--- src/rtl/ts_cbs_mq.sv ---
// Multi-queue credit-based shaper: one signed credit counter and programmable
// idle slope per traffic class, gating each queue's valid toward the egress arbiter.
module ts_cbs_mq #(
  parameter int NUM_QUEUES     = 4,
  parameter int CREDIT_W       = 20,
  parameter int SLOPE_W        = 16,
  parameter int TICK_CYCLES    = 125,
  parameter int PORT_RATE      = 100,
  parameter int IDLE_SLOPE_RST = 20,
  parameter int HI_CREDIT      = 4096,
  parameter int LO_CREDIT      = -4096
) (
  input  logic                           axis_aclk,
  input  logic                           axis_reset,
  input  logic [NUM_QUEUES-1:0]          q_tvalid,
  input  logic [NUM_QUEUES-1:0]          q_tready,
  input  logic [NUM_QUEUES-1:0]          q_tlast,
  input  logic [NUM_QUEUES-1:0]          shaper_en,
  input  logic                           cfg_we,
  input  logic [2:0]                     cfg_queue,
  input  logic [SLOPE_W-1:0]             cfg_idle_slope,
  output logic [NUM_QUEUES-1:0]          queue_valid,
  output logic [NUM_QUEUES*CREDIT_W-1:0] credit_flat
);

  localparam int unsigned CNT_W = (TICK_CYCLES > 1) ? $clog2(TICK_CYCLES) : 1;
  localparam int unsigned SUM_W = CREDIT_W + 2;

  localparam logic signed [SUM_W-1:0]    HI_SUM   = SUM_W'(HI_CREDIT);
  localparam logic signed [SUM_W-1:0]    LO_SUM   = SUM_W'(LO_CREDIT);
  localparam logic signed [SUM_W-1:0]    RATE_SUM = SUM_W'(PORT_RATE);
  localparam logic signed [SUM_W-1:0]    ZERO_SUM = '0;
  localparam logic [CNT_W-1:0]           CNT_LAST = CNT_W'(TICK_CYCLES - 1);

  logic [CNT_W-1:0]           r_tick_cnt;
  logic                       w_tick;
  logic [NUM_QUEUES-1:0]      r_in_frame;
  logic signed [CREDIT_W-1:0] r_credit     [NUM_QUEUES];
  logic [SLOPE_W-1:0]         r_slope      [NUM_QUEUES];
  logic signed [CREDIT_W-1:0] w_credit_nxt [NUM_QUEUES];
  logic signed [SUM_W-1:0]    w_slope_ext  [NUM_QUEUES];
  logic signed [SUM_W-1:0]    w_sum_up     [NUM_QUEUES];
  logic signed [SUM_W-1:0]    w_sum_tx     [NUM_QUEUES];
  logic [NUM_QUEUES-1:0]      w_tx_active;
  logic [SLOPE_W-1:0]         w_cfg_val;

  assign w_tick = (r_tick_cnt == CNT_LAST);

  // Free-running tick divider
  always_ff @(posedge axis_aclk or posedge axis_reset) begin
    if (axis_reset) begin
      r_tick_cnt <= '0;
    end else if (w_tick) begin
      r_tick_cnt <= '0;
    end else begin
      r_tick_cnt <= r_tick_cnt + CNT_W'(1);
    end
  end

  // Frame tracking: a started multi-beat frame stays ungated until tlast
  always_ff @(posedge axis_aclk or posedge axis_reset) begin
    if (axis_reset) begin
      r_in_frame <= '0;
    end else begin
      for (int i = 0; i < NUM_QUEUES; i++) begin
        if (q_tvalid[i] && q_tready[i]) begin
          r_in_frame[i] <= ~q_tlast[i];
        end
      end
    end
  end

  assign w_cfg_val = (32'(cfg_idle_slope) > 32'(PORT_RATE)) ? SLOPE_W'(PORT_RATE)
                                                           : cfg_idle_slope;

  // Idle-slope registers; out-of-range queue indices never match
  always_ff @(posedge axis_aclk or posedge axis_reset) begin
    if (axis_reset) begin
      for (int i = 0; i < NUM_QUEUES; i++) begin
        r_slope[i] <= SLOPE_W'(IDLE_SLOPE_RST);
      end
    end else begin
      for (int i = 0; i < NUM_QUEUES; i++) begin
        if (cfg_we && (cfg_queue == 3'(i))) begin
          r_slope[i] <= w_cfg_val;
        end
      end
    end
  end

  // Next credit per queue, sums carried two bits wide to detect bound crossings
  always_comb begin
    for (int i = 0; i < NUM_QUEUES; i++) begin
      w_slope_ext[i]  = SUM_W'(r_slope[i]);
      w_sum_up[i]     = SUM_W'(r_credit[i]) + w_slope_ext[i];
      w_sum_tx[i]     = w_sum_up[i] - RATE_SUM;
      w_tx_active[i]  = r_in_frame[i] | (q_tvalid[i] & q_tready[i]);
      w_credit_nxt[i] = r_credit[i];
      if (!shaper_en[i]) begin
        w_credit_nxt[i] = '0;
      end else if (w_tx_active[i]) begin
        w_credit_nxt[i] = (w_sum_tx[i] < LO_SUM) ? CREDIT_W'(LO_CREDIT)
                                                 : CREDIT_W'(w_sum_tx[i]);
      end else if (q_tvalid[i]) begin
        w_credit_nxt[i] = (w_sum_up[i] > HI_SUM) ? CREDIT_W'(HI_CREDIT)
                                                 : CREDIT_W'(w_sum_up[i]);
      end else if (w_sum_up[i] > ZERO_SUM) begin
        w_credit_nxt[i] = '0;
      end else begin
        w_credit_nxt[i] = CREDIT_W'(w_sum_up[i]);
      end
    end
  end

  always_ff @(posedge axis_aclk or posedge axis_reset) begin
    if (axis_reset) begin
      for (int i = 0; i < NUM_QUEUES; i++) begin
        r_credit[i] <= '0;
      end
    end else if (w_tick) begin
      for (int i = 0; i < NUM_QUEUES; i++) begin
        r_credit[i] <= w_credit_nxt[i];
      end
    end
  end

  // Valid gating is combinational so q_tvalid sees no added latency
  always_comb begin
    queue_valid = '0;
    credit_flat = '0;
    for (int i = 0; i < NUM_QUEUES; i++) begin
      queue_valid[i] = q_tvalid[i] &
                       (~shaper_en[i] | r_in_frame[i] | ~r_credit[i][CREDIT_W-1]);
      credit_flat[i*CREDIT_W +: CREDIT_W] = r_credit[i];
    end
  end

endmodule
--- config.mk ---
export PLATFORM = sky130hd
export DESIGN_NAME = ts_cbs_mq
export DESIGN_NICKNAME = d
export VERILOG_FILES = /design/src/rtl/ts_cbs_mq.sv
export SDC_FILE = /design/constraint.sdc
export NUM_CORES = 1
export LEC_CHECK = 0
export ABC_AREA = 1
export CAP_MARGIN = 40
export CORE_MARGIN = 4
export CORE_UTILIZATION = 53
export CTS_BUF_LIST = sky130_fd_sc_hd__clkbuf_2
export CTS_CLUSTER_DIAMETER = 60
export CTS_CLUSTER_SIZE = 10
export DETAILED_ROUTE_END_ITERATION = 8
export GPL_TIMING_DRIVEN = 1
export PLACE_DENSITY = 0.87
export SLEW_MARGIN = 30
export SYNTH_ARGS = -nofsm -noshare
export SYNTH_HDL_FRONTEND = slang
export SYNTH_SLANG_ARGS = --single-unit
--- constraint.sdc ---
create_clock -name axis_aclk -period 5.1 [get_ports axis_aclk]
set_clock_uncertainty 0.1 [all_clocks]
set_input_delay 0.51 -clock axis_aclk [delete_from_list [all_inputs] [get_ports axis_aclk]]
set_output_delay 0.51 -clock axis_aclk [all_outputs]
set_load 0.005 [all_outputs]
### Yosys cells after proc, flatten, opt, wreduce, memory -nomap -nowiden

Cells that the tools add are included.
W data, S select, Z words.

| cells by class | value |
|---|---|
| magnitude comparators | 13 |
| $add $sub $neg | 9 |
| reduce and logical (&&, ||, !) cells | 9 |
| bitwise logic cells | 32 |
| equal/unequal tests | 4 |
| multiplexer cells | 26 |

Operator list:

| kind | number |
|---|---|
| $mux W20 | 24 |
| $lt A22 B13 Y1 const B | 4 |
| $sub A21 B8 Y22 const B | 4 |
| $add A20 B17 Y21 | 4 |
| $gt A21 B1 Y1 const B | 4 |
| $gt A21 B14 Y1 const B | 4 |
| $gt A16 B7 Y1 const B | 1 |
| $mux W16 | 1 |
| $not A1 Y1 | 12 |
| $or A1 B1 Y1 | 12 |
| $and A1 B1 Y1 | 8 |
| $logic_and A1 B1 Y1 | 8 |
| $add A7 B1 Y7 const B | 1 |
| $eq A7 B7 Y1 const B | 1 |
| $mux W7 | 1 |
| $eq A3 B2 Y1 const B | 2 |
| $eq A3 B1 Y1 const B | 1 |
| $logic_not A3 Y1 | 1 |

| storage, ports and cells | value |
|---|---|
| output and inout bits | 84 |
| input bits | 38 |
| bits in registers | 155 |
| logic and storage cells | 106 |

### Logic depth before layout (Yosys ltp)

| depth | value |
|---|---|
| depth in word-level cells | 6 |
| depth in mapped cells | 27 |
| depth with buffers taken out | 25 |

### Worst setup path before layout

No wires, ideal clock.

| timing path | value |
|---|---|
| kind | reg-to-reg |
| from | reg r_credit (netlist bit credit_flat[0]) |
| to | reg r_credit (netlist bit credit_flat[12]) |
| library setup time | 0.116 ns |
| path buffers | 1 |
| clock period less this slack | 3.024 ns |
| data required time | 4.884 ns |
| slack | 2.076 ns |
| arrival | 2.808 ns |
| stages on the path, launching flop included | 21 |
| path through | dfrtp_1 > ha_1 > fa_1 > xnor2_1 > ha_1 > nand2_1 > nand2_1 > nor2_1 > nor2_4 > nand2_1 > nor2_2 > nand3_1 > nand2_1 > nand2_1 > nor2_1 > nand2_1 > nand2_2 > buf_6 > nand3_1 > nand2_1 > nand2_1 |

| on the way | value |
|---|---|
| longest elaborated chain between the ends | 6 |
| elaborated cells between the ends (all ways) | 11 |
| classes of those cells | add/sub: 2; order compare: 3; mux: 6 |

RTL lines:

| element | RTL line | text |
|---|---|---|
| from (decl) | 38 | `logic signed [CREDIT_W-1:0] r_credit [NUM_QUEUES];` |
| from (signal, indexed assignment) | 122 | `r_credit[i] <= w_credit_nxt[i];` |
| $add A20 B17 Y21 (*) | 95 | `w_sum_up[i] = SUM_W'(r_credit[i]) + w_slope_ext[i];` |
| $sub A21 B8 Y22, or another cell as far along | 96 | `w_sum_tx[i] = w_sum_up[i] - RATE_SUM;` |
| $lt A22 B13 Y1, or another cell as far along | 102 | `w_credit_nxt[i] = (w_sum_tx[i] < LO_SUM) ? CREDIT_W'(LO_CREDIT)` |
| $mux W20, on equally long branches | 102, 104 |  |
| $mux W20 (*) | 101 | `end else if (w_tx_active[i]) begin` |
| $mux W20 (*) | 99 | `if (!shaper_en[i]) begin` |

Mark *: on every way between the ends. The rest lies on a longest branch, timed or not.
A chain may end at the register's enable or synchronous reset.

### Final worst setup path

| timing path | value |
|---|---|
| from | reg r_credit (netlist bit credit_flat[60]) |
| to | reg r_credit (netlist bit credit_flat[67]) |

Same word-level chain as after synthesis.

==> metrics.md <==
| Metric | Value |
|---|---|
| Mapped Area | 14,900 um^2 |
| Final setup margin | 1.31 ns |
| ANT nets after route | 0 |
| Vias in the first global route | 15.4k |
| Power Dens Cells | 280 nW/um^2 |
| HP Class | input port to register |
| R2r worst-path depth | 22 |
| CTS tree | built |
| CP endpoint kind | register |
| Post-CTS Resized | 0 |
| CP Class | register to register |
| Sequential share of the synthesized area | 26.0% |
| Cell area after layout | 16,800 um^2 |
| Final Cycle Share | 74.4% |
| Clk pin slew, worst setup/hold paths | 0.26 ns |
| CTS H-tree depth | 4 |
| Share of cells above drive strength 1 | 5.01% |
| Worst Tran Pin Value | 0.815 ns |
| Fill count | 2,767 |
| DR WL/cell | 14.9 um |
| Startpoint types | register |
| WP data required | 5.78 ns |
| Reg2reg end | credit_flat[67] |
| RR Startpoint | credit_flat[60] |
| M1 WL | 20.2 mm |
| Pre-CTS WS | 1.48 ns |
| Area growth syn-to-layout | 12.4% |
| Multi-input logic area | 9390 um^2 |
| Hold path cells | 2 |
| Vias per cell | 5.34 |
| Clock sinks | 155 |
| CP max FO | 16 |
| Largest net degree at the start of global routing | 63 |
| Post-Syn Nets | 2,666 |
| Num rows | 61 |
| Reg area | 3890 um^2 |
| CP arrival | 4.47 ns |
| DR pass1 iterations | 8 |
| Met2 Wirelength | 21.2 mm |
| Leakage | 9.78 nW |
| Cell mode on critical path | nand2_1 |
| Slew headroom | 45.2% |
| Status | completed |
| YS warnings | 0 |
| Setup TNS | 0 ns |
| Total core area | 27,800 um^2 |
| Starting Density | 53.7% |
| Global placement routability congestion | 0.963 |
| Fin crit period | 3.79 ns |
| Cells along the critical path | ha_1 > fa_1 > nand2_1 > inv_1 > nor2_1 > inv_1 > ha_1 > nand2_1 > nand3_1 > nand2_1 > nor2_2 > nand4_1 > nand2_1 > nor2_1 > nand2_1 > nor2_1 > nand2_1 > nand2_2 > nand2_1 > nand2_1 > nand2_1 > nand2_1 |
| Initial DRC count | 1,497 |
| Met3 WL | 3.09 mm |
| Fin nets | 2,776 |
| Total Wirelength | 45.6 mm |
| Chip width | 176 um |
| R2R Setup Slk | 1.31 ns |
| Placed Area | 16,500 um^2 |
| Insertion delay to the later sink of the worst-skew pair | 0.84 ns |
| Number of instances in the placed design | 3,022 |
| Die Ht | 176 um |
| Vias | 16.3k |
| Slowest cell on crit path | fa_1 |
| GRT Util Overall | 29.3% |
| Max cap viols | 0 |
| Mapped Cells | 2,554 |
| Initial antenna violation count | 1 |
| Top Layer Used | met4 |
| DPL Wire Length | 35.3 mm |
| Die area | 30,900 um^2 |
| Synth Register Bits | 155 |
| Slowest stage delay, CP | 0.48 ns |
| Worst vdd ir | 184 uV |
| First-pass GRT wire length | 74.9 mm |
| RSZ-0062 raised after global routing | false |
| Setup Viol. Count Final | 0 |
| Most frequent cells in the layout | nand2_1, inv_1, nand3_1, nor2_1, dfrtp_1 |
| Root Buffer | clkbuf_2 |
| Maximum root-to-sink buffer count | 2 |
| FMAX | 264 MHz |
| PortBufs | 121 |
| Synth unique cells | 41 |
| Top-Level Pins | 122 |
| Critical hold path startpoint | q_tlast[1] |
| Fin cells | 3,056 |
| WHS | 0.106 ns |
| GR Overflow Total | 0 |
| Mean Syn Cell Area | 5.85 um^2 |
| Final Max Tran Viols | 0 |
| Most common cell after layout, fill and taps aside | nand2_1 |
| Hold endpoint | r_in_frame[1] |
| CTS Buf Count | 17 |
| Final hold viol count | 0 |
| DRC viols | 0 |
==> registers in the layout (all words and copies together) (netlist names) <==
| name | count |
|---|---|
| credit_flat | 80 |
| r_slope | 64 |
| r_in_frame | 4 |
| r_tick_cnt | 7 |
==> routing by layer <==
layer  global-route usage, %  vias up
met3                    4.41       88
met1                    39.2     7440
met5                       0        -
li1                        -     8158
met4                    9.06        0
met2                    49.2      642
==> synth_stat cells <==
cell      number  area (um^2)
and2_1         5         31.3
nand3_2        6         60.1
clkinv_1       7         26.3
nor2_2        17          106
dfrtp_1      147         3680
mux2_2        12          135
o31ai_1        6         45.0
nand2_2       24          150
or2_2          2         12.5
a21oi_1      121          606
ha_1          70          876
nand2_1     1065         4000
inv_2          7         26.3
xor2_2         2         32.5
buf_6          4         45.0
o21ai_1        1         5.00
inv_1        372         1400
o311ai_0       1         8.76
nor2_1       222          833
o21ai_0       25          125
nand4_1       30          188
nor3_2         1         10.0
buf_4          6         45.0
a21oi_2        1         8.76
xnor2_2        2         32.5
xnor2_1       12          105
dfstp_2        8          210
nand3b_1      23          173
clkbuf_1      28          105
and3_1         4         25.0
buf_2          5         25.0
o21bai_1       1         7.51
nand3_1      241         1210
or2_1          1         6.26
xor2_1        28          245
nand2_4        1         11.3
nor2_4         5         56.3
o211ai_1       1         7.51
a31oi_1        5         31.3
fa_1           4         80.1
nor3_1        31          155
==> repair_timing <==
| item | CTS | global route |
|---|---|---|
| buffers inserted | 0 | 0 |
| hold buffers | 1 | 0 |
| hold endpoints to repair | 30 | 0 |
==> power by group <==
part	total, mW	leakage, nW	switching, mW	internal (mW)
logic	2.65	7.98	1.84	0.815
registers	1.27	1.65	0.0162	1.26
clock network	0.779	0.147	0.543	0.236
==> through the flow <==
stage          total power, mW  utilization (%)
2_1_floorplan             3.36                -
3_3_place_gp              3.86             59.4
3_5_place_dp              3.88             59.5
4_1_cts                   4.67             60.4
5_1_grt                   5.13             60.4
6_report                  4.71             60.4
==> critical path, delay by kind of cell, from the launching register on <==
kind          cells  cell delay [ns]
buf+inv           2             0.16
fa+ha+maj         3             1.00
simple gates     17             2.03
flops             1             0.47
==> cells by family (layout without fill, tap and decap cells) <==
kind of cell    count (synthesis)  count (layout)  synth area share (%)
compound gates                162             162                  5.66
fa+ha+maj                      74              74                  6.40
other cells                     0               1                     0
xor+xnor                       44              44                  2.78
flops                         155             155                  26.0
simple gates                 1678            1678                  47.0
buf+inv                       429             552                  11.2
mux                            12              12                 0.905
==> layout make-up <==
cell class / instances / area share [%]
antenna: 1 / 0.0149
clock buffer: 17 / 0.507
sequential: 155 / 23.2
timing repair buffer: 134 / 7.93
clock inverter: 15 / 0.962
multi-input combinational: 1970 / 55.9
tap: 378 / 2.82
inverter: 386 / 8.66
==> worst max path at each step <==
| stage | start | endpoint | slack, ns | cells past startpoint |
|---|---|---|---|---|
| global placement | credit_flat[0] | credit_flat[0] | 1.47 | 20 |
| finish | credit_flat[60] | credit_flat[67] | 1.31 | 22 |
| global route | credit_flat[42] | credit_flat[44] | 1.06 | 21 |
| CTS | credit_flat[60] | credit_flat[67] | 1.43 | 22 |
| detailed placement | credit_flat[60] | credit_flat[68] | 1.48 | 22 |
| floorplan | axis_reset | credit_flat[0] | 0.33 | 1 |
No activity file was read; power rests on OpenSTA's default activity.
